<file path="src/rtl/hazard_scoreboard_pkg.sv">
// hazard_scoreboard_pkg: forward-select codes, per-operand hazard record, MDU tracker states
package hazard_scoreboard_pkg;
  localparam logic [1:0] FWD_RF    = 2'b00;
  localparam logic [1:0] FWD_E_ALU = 2'b01;
  localparam logic [1:0] FWD_M_MEM = 2'b10;
  localparam logic [1:0] FWD_M_ALU = 2'b11;
  typedef struct packed {
    logic [1:0] sel;
    logic       stall;
  } opnd_haz_t;
  typedef enum logic {IDLE, BUSY} mdu_state_t;
endpackage

</file>
<file path="src/rtl/hazard_scoreboard_if.sv">
// hazard_scoreboard_if: decode/E/M hazard inputs and forward/stall/MDU status outputs
//   slave: hazard controller side, master: pipeline side
interface hazard_scoreboard_if #(parameter int NUM_SRC = 2, REG_AW = 5, STALL_W = 16);
  logic [NUM_SRC*REG_AW-1:0] d_ra;
  logic [NUM_SRC-1:0]        d_need;
  logic                      d_flags_used;
  logic                      d_mdu_issue;
  logic [REG_AW-1:0]         d_mdu_rn;
  logic                      flush;
  logic [REG_AW-1:0]         e_rn;
  logic [REG_AW-1:0]         m_rn;
  logic                      e_wreg;
  logic                      e_m2reg;
  logic                      m_wreg;
  logic                      m_m2reg;
  logic                      e_setcond;
  logic [2*NUM_SRC-1:0]      forward_d;
  logic                      d_available;
  logic                      mdu_busy;
  logic                      mdu_done;
  logic [REG_AW-1:0]         mdu_rn;
  logic [STALL_W-1:0]        stall_cnt;
  modport slave (
    input  d_ra, d_need, d_flags_used, d_mdu_issue, d_mdu_rn, flush,
           e_rn, m_rn, e_wreg, e_m2reg, m_wreg, m_m2reg, e_setcond,
    output forward_d, d_available, mdu_busy, mdu_done, mdu_rn, stall_cnt
  );
  modport master (
    output d_ra, d_need, d_flags_used, d_mdu_issue, d_mdu_rn, flush,
           e_rn, m_rn, e_wreg, e_m2reg, m_wreg, m_m2reg, e_setcond,
    input  forward_d, d_available, mdu_busy, mdu_done, mdu_rn, stall_cnt
  );
endinterface

</file>
<file path="src/rtl/hazard_scoreboard_operand_cmp.sv">
// hazard_operand_cmp: one decode operand against E/M writers and the pending MDU result
//   in: ra_i/need_i operand, E/M destination+flags, MDU busy/dest; out: haz_o {sel, stall}
module hazard_operand_cmp import hazard_scoreboard_pkg::*; #(parameter int REG_AW = 5) (
  input  logic [REG_AW-1:0] ra_i,
  input  logic              need_i,
  input  logic [REG_AW-1:0] e_rn_i,
  input  logic              e_wreg_i,
  input  logic              e_m2reg_i,
  input  logic [REG_AW-1:0] m_rn_i,
  input  logic              m_wreg_i,
  input  logic              m_m2reg_i,
  input  logic              mdu_busy_i,
  input  logic [REG_AW-1:0] mdu_rn_i,
  output opnd_haz_t         haz_o
);
  logic live, e_hit, m_hit;
  // r0 is hardwired zero, so it never hazards
  assign live  = need_i & |ra_i;
  assign e_hit = live & e_wreg_i & (e_rn_i == ra_i);
  assign m_hit = live & m_wreg_i & (m_rn_i == ra_i);
  assign haz_o.sel = (e_hit & ~e_m2reg_i) ? FWD_E_ALU :
                     m_hit ? (m_m2reg_i ? FWD_M_MEM : FWD_M_ALU) : FWD_RF;
  assign haz_o.stall = (e_hit & e_m2reg_i) | (live & mdu_busy_i & (mdu_rn_i == ra_i));
endmodule

</file>
<file path="src/rtl/hazard_scoreboard.sv">
// hazard_scoreboard: decode forwarding/stall control plus single in-flight MDU tracker
//   clk/rst: clock, sync active-high reset; bus (slave): pipeline hazard inputs and outputs
module hazard_scoreboard import hazard_scoreboard_pkg::*; #(
  parameter int NUM_SRC = 2,
  parameter int REG_AW  = 5,
  parameter int MDU_LAT = 4,
  parameter int CNT_W   = 4,
  parameter int STALL_W = 16
) (
  input logic clk,
  input logic rst,
  hazard_scoreboard_if.slave bus
);
  mdu_state_t state_q, state_d;
  logic [CNT_W-1:0] cnt_q, cnt_d;
  logic [REG_AW-1:0] rn_q, rn_d;
  logic [STALL_W-1:0] scnt_q, scnt_d;
  opnd_haz_t [NUM_SRC-1:0] haz;
  logic [2*NUM_SRC-1:0] fwd;
  logic [NUM_SRC-1:0] op_stall;
  logic busy, done, stall, accept;
  for (genvar i = 0; i < NUM_SRC; i++) begin : g_op
    hazard_operand_cmp #(.REG_AW(REG_AW)) u_cmp (
      .ra_i(bus.d_ra[i*REG_AW +: REG_AW]),
      .need_i(bus.d_need[i]),
      .e_rn_i(bus.e_rn),
      .e_wreg_i(bus.e_wreg),
      .e_m2reg_i(bus.e_m2reg),
      .m_rn_i(bus.m_rn),
      .m_wreg_i(bus.m_wreg),
      .m_m2reg_i(bus.m_m2reg),
      .mdu_busy_i(busy),
      .mdu_rn_i(rn_q),
      .haz_o(haz[i])
    );
  end
  always_comb begin
    fwd = '0;
    op_stall = '0;
    for (int k = 0; k < NUM_SRC; k++) begin
      fwd[2*k +: 2] = haz[k].sel;
      op_stall[k] = haz[k].stall;
    end
  end
  assign busy = (state_q == BUSY);
  assign done = busy & (cnt_q == CNT_W'(1));
  // a new MDU op may enter only in the done cycle of the previous one
  assign stall = |op_stall | (bus.d_flags_used & bus.e_setcond) | (bus.d_mdu_issue & busy & ~done);
  assign accept = bus.d_mdu_issue & ~stall & ~bus.flush;
  always_comb begin
    state_d = (accept | (busy & ~done)) ? BUSY : IDLE;
    cnt_d = accept ? CNT_W'(MDU_LAT) : busy ? cnt_q - CNT_W'(1) : '0;
    rn_d = accept ? bus.d_mdu_rn : rn_q;
    scnt_d = (stall & ~&scnt_q) ? scnt_q + STALL_W'(1) : scnt_q;
  end
  always_ff @(posedge clk) begin
    if (rst) begin
      state_q <= IDLE;
      cnt_q <= '0;
      rn_q <= '0;
      scnt_q <= '0;
    end else begin
      state_q <= state_d;
      cnt_q <= cnt_d;
      rn_q <= rn_d;
      scnt_q <= scnt_d;
    end
  end
  assign bus.forward_d = fwd;
  assign bus.d_available = ~stall;
  assign bus.mdu_busy = busy;
  assign bus.mdu_done = done;
  assign bus.mdu_rn = rn_q;
  assign bus.stall_cnt = scnt_q;
endmodule
</file>
<file path="src/flat_wrapper.sv">
// flat-port wrapper written by rule: the top's interface ports become plain ports
module hazard_scoreboard_flat import hazard_scoreboard_pkg::*;
#(
  parameter int NUM_SRC = 2,
  parameter int REG_AW  = 5,
  parameter int MDU_LAT = 4,
  parameter int CNT_W   = 4,
  parameter int STALL_W = 16
)
  (clk, rst, bus_d_ra, bus_d_need, bus_d_flags_used, bus_d_mdu_issue, bus_d_mdu_rn, bus_flush, bus_e_rn, bus_m_rn, bus_e_wreg, bus_e_m2reg, bus_m_wreg, bus_m_m2reg, bus_e_setcond, bus_forward_d, bus_d_available, bus_mdu_busy, bus_mdu_done, bus_mdu_rn, bus_stall_cnt);
  hazard_scoreboard_if #(.NUM_SRC(NUM_SRC), .REG_AW(REG_AW), .STALL_W(STALL_W)) bus_i ();
  input logic clk;
  input logic rst;
  input wire logic [$bits(bus_i.d_ra)-1:0] bus_d_ra;
  input wire logic [$bits(bus_i.d_need)-1:0] bus_d_need;
  input wire logic [$bits(bus_i.d_flags_used)-1:0] bus_d_flags_used;
  input wire logic [$bits(bus_i.d_mdu_issue)-1:0] bus_d_mdu_issue;
  input wire logic [$bits(bus_i.d_mdu_rn)-1:0] bus_d_mdu_rn;
  input wire logic [$bits(bus_i.flush)-1:0] bus_flush;
  input wire logic [$bits(bus_i.e_rn)-1:0] bus_e_rn;
  input wire logic [$bits(bus_i.m_rn)-1:0] bus_m_rn;
  input wire logic [$bits(bus_i.e_wreg)-1:0] bus_e_wreg;
  input wire logic [$bits(bus_i.e_m2reg)-1:0] bus_e_m2reg;
  input wire logic [$bits(bus_i.m_wreg)-1:0] bus_m_wreg;
  input wire logic [$bits(bus_i.m_m2reg)-1:0] bus_m_m2reg;
  input wire logic [$bits(bus_i.e_setcond)-1:0] bus_e_setcond;
  output wire logic [$bits(bus_i.forward_d)-1:0] bus_forward_d;
  output wire logic [$bits(bus_i.d_available)-1:0] bus_d_available;
  output wire logic [$bits(bus_i.mdu_busy)-1:0] bus_mdu_busy;
  output wire logic [$bits(bus_i.mdu_done)-1:0] bus_mdu_done;
  output wire logic [$bits(bus_i.mdu_rn)-1:0] bus_mdu_rn;
  output wire logic [$bits(bus_i.stall_cnt)-1:0] bus_stall_cnt;
  assign bus_i.d_ra = bus_d_ra;
  assign bus_i.d_need = bus_d_need;
  assign bus_i.d_flags_used = bus_d_flags_used;
  assign bus_i.d_mdu_issue = bus_d_mdu_issue;
  assign bus_i.d_mdu_rn = bus_d_mdu_rn;
  assign bus_i.flush = bus_flush;
  assign bus_i.e_rn = bus_e_rn;
  assign bus_i.m_rn = bus_m_rn;
  assign bus_i.e_wreg = bus_e_wreg;
  assign bus_i.e_m2reg = bus_e_m2reg;
  assign bus_i.m_wreg = bus_m_wreg;
  assign bus_i.m_m2reg = bus_m_m2reg;
  assign bus_i.e_setcond = bus_e_setcond;
  assign bus_forward_d = bus_i.forward_d;
  assign bus_d_available = bus_i.d_available;
  assign bus_mdu_busy = bus_i.mdu_busy;
  assign bus_mdu_done = bus_i.mdu_done;
  assign bus_mdu_rn = bus_i.mdu_rn;
  assign bus_stall_cnt = bus_i.stall_cnt;
  hazard_scoreboard #(.NUM_SRC(NUM_SRC), .REG_AW(REG_AW), .MDU_LAT(MDU_LAT), .CNT_W(CNT_W), .STALL_W(STALL_W)) u_core (.clk(clk), .rst(rst), .bus(bus_i));
endmodule
</file>
<file path="config.mk">
export PLATFORM = sky130hd
export DESIGN_NAME = hazard_scoreboard_flat
export DESIGN_NICKNAME = d
export VERILOG_FILES = /design/src/rtl/hazard_scoreboard_pkg.sv /design/src/rtl/hazard_scoreboard_if.sv /design/src/rtl/hazard_scoreboard_operand_cmp.sv /design/src/rtl/hazard_scoreboard.sv /design/src/flat_wrapper.sv
export SDC_FILE = /design/constraint.sdc
export NUM_CORES = 1
export LEC_CHECK = 0
export CORE_UTILIZATION = 40
export CTS_BUF_LIST = sky130_fd_sc_hd__clkbuf_16
export DETAILED_ROUTE_END_ITERATION = 10
export GPL_ROUTABILITY_DRIVEN = 0
export PLACE_DENSITY_LB_ADDON = 0.08
export SETUP_SLACK_MARGIN = 0.2
export SLEW_MARGIN = 10
export SYNTH_ARGS = -nofsm -noshare
export SYNTH_HDL_FRONTEND = slang
export SYNTH_SLANG_ARGS = --single-unit
</file>
<file path="constraint.sdc">
create_clock -name clk -period 2.9 [get_ports clk]
set_input_delay 0.58 -clock clk [delete_from_list [all_inputs] [get_ports clk]]
set_output_delay 0.58 -clock clk [all_outputs]
set_load 0.02 [all_outputs]
</file>
### Word level (Yosys, flattened, before mapping)

Cells that the tools add are included.

* divide/modulo/power cells: 0
* $mul: 0
* $lt $le $gt $ge: 0
* equality and inequality tests: 7
* add/sub/neg operators: 2
* shift operators: 0
* reductions and logical operators: 6
* mux-type cells: 8
* bitwise operators: 36

Operators with widths (number)
* 5-bit == test: 6
* 1-bit bitwise AND: 26
* 16-bit by 1-bit adder with 16-bit output, second input constant: 1
* 16-bit AND reduction: 1
* 5-bit OR reduction: 2
* 2-bit 2-to-1 mux: 4
* 3-bit 2-to-1 mux: 2
* 1-bit inverter: 5
* 1-bit OR: 5
* 4-bit by 1-bit == test with 1-bit output, second input constant: 1
* 4-bit by 1-bit subtractor with 4-bit output, second input constant: 1
* 3-bit OR reduction: 1
* 1-bit 2-to-1 mux: 2
* 2-bit OR reduction: 1
* 1-bit logical NOT: 1

* register bits: 26
* memories: 0
* logic and storage cells: 64
* memory bits (writable): 0
* latch bits: 0
* output and inout bits: 28
* input bits: 37
* memory bits (read-only): 0

### Longest topological paths before layout

* depth in word-level cells: 14
* depth in mapped cells: 9
* depth with buffers taken out: 8

### By module

Synthesis repeated with hierarchy kept, for this count alone.

* cell total of the unflattened synthesis: 193
* area, all modules: 1656.6 µm²

By module, submodules not included
* hazard_scoreboard: times used 1, sequential area each 520.5 µm², cells an instance 135, area each 1206.2 µm²
* hazard_operand_cmp: times used 2, sequential area each 0.0 µm², cells an instance 29, area each 225.2 µm²

### Least setup slack after synthesis

OpenSTA, ideal clock, no wires.

* kind: in2out
* start point: in bus_d_ra[0]
* end point: out bus_d_available
* data required time: 2.320 ns
* stages: 6
* arrival time: 1.842 ns
* path buffers: 0
* slack: 0.478 ns
* cell sequence: or4_1 o21a_1 nand4_1 o211a_1 nand2_1 inv_1

* word-level cells in the longest chain between the ends: 10
* elaborated cells on any way between the ends: 14
* classes of those cells: eq/ne: 2; bitwise: 10; reduce/logical: 2

Ends and longest elaborated chain
* start: declaration: line flat_wrapper.sv:14 `input wire logic [$bits(bus_i.d_ra)-1:0] bus_d_ra;`
* 5-bit OR reduction: line hazard_scoreboard_operand_cmp.sv:18 `assign live = need_i & |ra_i;`
* 1-bit bitwise AND: line hazard_scoreboard_operand_cmp.sv:18
* 1-bit bitwise AND (2 in a row): line hazard_scoreboard_operand_cmp.sv:19 `assign e_hit = live & e_wreg_i & (e_rn_i == ra_i);`
* 1-bit bitwise AND: line hazard_scoreboard_operand_cmp.sv:23 `assign haz_o.stall = (e_hit & e_m2reg_i) | (live & mdu_busy_i & (mdu_rn_i == ra_i));`
* 1-bit OR *: line hazard_scoreboard_operand_cmp.sv:23
* 2-bit OR reduction *: line hazard_scoreboard.sv:48 `assign stall = |op_stall | (bus.d_flags_used & bus.e_setcond) | (bus.d_mdu_issue & busy & ~done);`
* 1-bit OR * (2 in a row): line hazard_scoreboard.sv:48
* 1-bit inverter *: line hazard_scoreboard.sv:70 `assign bus.d_available = ~stall;`
* end: declaration: line flat_wrapper.sv:28 `output wire logic [$bits(bus_i.d_available)-1:0] bus_d_available;`

Mark *: on every way between the ends. The rest lies on a longest branch, timed or not.

### Worst setup path after layout

* start point: in bus_m_rn[3]
* end point: out bus_forward_d[2]

* word-level cells in the longest chain between the ends: 4

Ends and longest elaborated chain
* start: declaration: line flat_wrapper.sv:21 `input wire logic [$bits(bus_i.m_rn)-1:0] bus_m_rn;`
* 5-bit == test: line hazard_scoreboard_operand_cmp.sv:20 `assign m_hit = live & m_wreg_i & (m_rn_i == ra_i);`
* 1-bit bitwise AND: line hazard_scoreboard_operand_cmp.sv:20
* 2-bit 2-to-1 mux: line hazard_scoreboard_operand_cmp.sv:22 `m_hit ? (m_m2reg_i ? FWD_M_MEM : FWD_M_ALU) : FWD_RF;`
* 2-bit 2-to-1 mux: line hazard_scoreboard_operand_cmp.sv:21 `assign haz_o.sel = (e_hit & ~e_m2reg_i) ? FWD_E_ALU :`
* end: declaration: line flat_wrapper.sv:27 `output wire logic [$bits(bus_i.forward_d)-1:0] bus_forward_d;`

No other way between the ends.

==> impl_metrics.py <==
metrics = {
    "timing": {
        "grt_setup_unrepaired": "yes",
        "relSlewSlack_pct": 62.90,
        "slew_violations": 0,
        "period_share_pct": 91.40,
        "worst_pin_slew_ns": 0.5545,
        "min_period_ns": 2.651,
        "final-hold-violation-count": 0,
        "max_freq_mhz": 377.3,
        "setup_viol": 0,
        "finClkSkew_ns": 0.005102,
    },
    "placed_design": {
        "place_hpwl_um": 3382,
        "dpl_cell_area_um2": 2581,
        "place_inst": 336,
        "io_buffers": 64,
    },
    "routing": {
        "vias": 1709,
        "ant_nets": 0,
        "wl_per_cell_um": 12.87,
        "drc": 0,
        "drt_first_pass_iters": 4,
        "routed_wl_um": 4389,
        "vias_per_cell": 5.012,
        "drt_iter0_drc": 42,
    },
    "logic_synthesis": {
        "yosysSeqAreaShare_pct": 30.50,
        "syn_nets": 241,
        "ys_dominant_reg_cell": "dfxtp_1",
        "ys_warn_count": 0,
        "syn_inst": 201,
        "ys_seq_elements": 26,
        "synth-edff-count": 0,
        "synth_cell_type_count": 38,
        "synthTopCellsByArea": "dfxtp_1, xor2_1, nor2_1",
        "async_reset_ff_share_pct": 0,
        "synth_top_area_share_pct": 30.50,
        "synth.largest_area_cell": "dfxtp_1",
        "synth_area_um2": 1707,
        "syn-mean-instance-area_um2": 8.491,
        "ys_top_cells_by_count": "dfxtp_1, nor2_1, xor2_1, inv_1, nand3_1",
    },
    "global_routing": {
        "antenna_found_initial": 0,
        "grt_overflow": 0,
        "grt_start_max_net_pins": 21,
        "grt_pass1_wl_um": 6568,
        "grt_pass1_vias": 1460,
        "grt_usage_pct": 18.94,
    },
    "pwr": {
        "p_per_area_nw_per_um2": 337.4,
        "vdd_ir_drop_max_v": 0.0002868,
        "p_leak_nw": 1.187,
    },
    "clock_network": {
        "clock-sinks": 26,
        "htree_levels": 1,
        "clk-insertion-delay-late_ns": 0.26,
        "cts_made_buffers": 3,
        "cts_tree": "yes",
        "cts_buffer_depth": 2,
        "clock_tree.root_cell": "clkbuf_16",
        "clkSlewWorstSetupHoldPaths_ns": 0.06,
    },
    "floorplanning": {
        "die_h_um": 67.32,
        "initial_core_util_pct": 42.06,
        "row_count": 23,
        "dieArea_um2": 4532,
        "die_x_um": 67.32,
        "pin_count": 65,
        "core_area_um2": 4058,
    },
    "job": {
        "cap_violations": 0,
    },
    "final_layout": {
        "diodes": 0,
        "final_cell_count_no_fill": 341,
        "final_cell_area_um2": 2693,
        "layout-drive-gt1-share_pct": 19.59,
        "area_growth_pct": 57.77,
        "fillCellCount": 348,
        "fin_nets": 332,
    },
    "setup_path": {
        "critical_path_required_ns": 2.32,
        "startpoint_type": "primary input",
        "rrSetupSlack_ns": 0.62,
        "cp_max_fo": 2,
        "rr_endpoint": "u_core.bus.stall_cnt[10]",
        "rr_worst_depth": 9,
        "path_class": "in -> out",
        "r2r_start": "u_core.bus.mdu_rn[1]",
        "cp_slowest_stage_delay_ns": 0.47,
        "cp.arrival_ns": 2.07,
        "cp_cell_sequence": "clkdlybuf4s50_1 -> xor2_1 -> nor4_1 -> nand4b_1 -> o22ai_1 -> buf_2",
        "worst-path-buf-inv": 2,
        "critPathTopFamily": "buffers and inverters",
        "slowest_stage": "clkdlybuf4s50_1",
        "endpoint_kind": "primary output",
    },
    "worst_hold_path": {
        "hold_path_depth": 1,
        "hold_end": "u_core.cnt_q[0]",
        "min-delay-start": "u_core.cnt_q[0]",
        "hold_class": "reg -> reg",
    },
    "run_status": {
        "status": "complete, no violations",
    },
}
==> metal layers <==
metal	vias to the layer above	routed length (µm)	GRT usage (%)	part of all wire (%)
met3	2	252	4.561	5.7
met4	0	18	4.521	0.41
li1	887	-	-	-
met5	-	0	0	0
met2	41	2045	31.13	47
met1	779	2073	24.77	47
==> layout make-up <==
type                            instances  area (µm²)  area share [%]
Inverter                               11       41.29           1.533
Timing Repair Buffer                   92       828.3           30.76
Clock inverter                          1       3.754          0.1394
Sequential cell                        26       520.5           19.33
Tap cell                               50       62.56           2.323
Multi-Input combinational cell        158        1161           43.12
Clock buffer                            3       75.07           2.788
==> sequential cells by signal, indices dropped and copies added (netlist names) <==
register,flops
u_core.bus.mdu_rn,5
u_core.bus.mdu_busy,1
u_core.cnt_q,4
u_core.bus.stall_cnt,16
==> per-stage QoR <==
stage / setup TNS (ns) / worst slack (ns) / utilization, % / power (mW) / hold WS [ns]
3_3_place_gp: -3.780 / -0.4235 / 63.61 / 0.6090 / 0.4819
6_report: 0 / 0.2494 / 66.36 / 0.9085 / 0.4871
5_1_grt: 0 / 0.1820 / 66.36 / 0.9479 / 0.5158
4_1_cts: 0 / 0.2040 / 65.37 / 0.9120 / 0.4924
2_1_floorplan: 0 / 0.4781 / - / 0.4815 / 0.4539
3_5_place_dp: -3.959 / -0.4340 / 63.61 / 0.6094 / 0.4830
==> worst max-delay path by stage <==
stage / startpoint / endpoint / slack, ns / cells past startpoint
2_1_floorplan: bus_d_ra[0] / bus_d_available / 0.48 / 6
3_3_place_gp: bus_d_ra[9] / bus_d_available / -0.42 / 9
3_5_place_dp: bus_d_ra[0] / bus_d_available / -0.43 / 8
4_1_cts: bus_d_ra[3] / bus_forward_d[1] / 0.20 / 8
5_1_grt: bus_d_ra[9] / bus_forward_d[3] / 0.18 / 8
6_report: bus_m_rn[3] / bus_forward_d[2] / 0.25 / 6
==> placed cells by master (no fill, tap or decap), types with 2 or more instances in the layout <==
| master | n |
|---|---|
| clkdlybuf4s15_1 | 2 |
| nor4_2 | 4 |
| nand2b_1 | 2 |
| mux2_1 | 4 |
| ha_1 | 3 |
| nor3_1 | 4 |
| or4_4 | 2 |
| nand4_1 | 8 |
| nor4b_1 | 3 |
| mux2_4 | 2 |
| dfxtp_1 | 26 |
| buf_6 | 4 |
| clkdlybuf4s50_1 | 45 |
| nor2b_1 | 6 |
| a31o_2 | 2 |
| nand3_1 | 11 |
| mux2i_1 | 6 |
| nand4b_1 | 2 |
| inv_1 | 10 |
| buf_4 | 28 |
| clkbuf_2 | 3 |
| nor2_1 | 26 |
| a21o_1 | 5 |
| xnor2_1 | 8 |
| dlygate4sd2_1 | 8 |
| o22ai_1 | 2 |
| clkbuf_16 | 3 |
| nor4_1 | 2 |
| a21oi_1 | 9 |
| xor2_1 | 25 |
| nand2_1 | 7 |
| and3_1 | 3 |
==> power by group <==
part           switching [mW]  internal, mW
clock network           0.117         0.184
logic                  0.0996         0.127
registers              0.0128         0.367
==> logic make-up (layout without fill, tap and decap cells) <==
group	count (synthesis)	count (layout)	synth area share, %
adder cells (fa/ha/maj)	3	3	2.200
flip-flops	26	26	30.50
buffers and inverters	17	107	4.252
XOR/XNOR	33	33	16.94
multiplexers	13	13	8.357
AND/OR/NAND/NOR	85	85	27.27
AO/OA/AOI/OAI	24	24	10.48
==> repair_timing <==
item,4_1_cts,5_1_grt
hold buffers,0,0
endpoints found under the hold margin,0,0
buffers inserted,0,1
endpoints found under the setup margin,18,10
gates cloned,0,0
resized for setup,42,18
pin swaps,14,10
No activity file was read; power rests on OpenSTA's default activity.
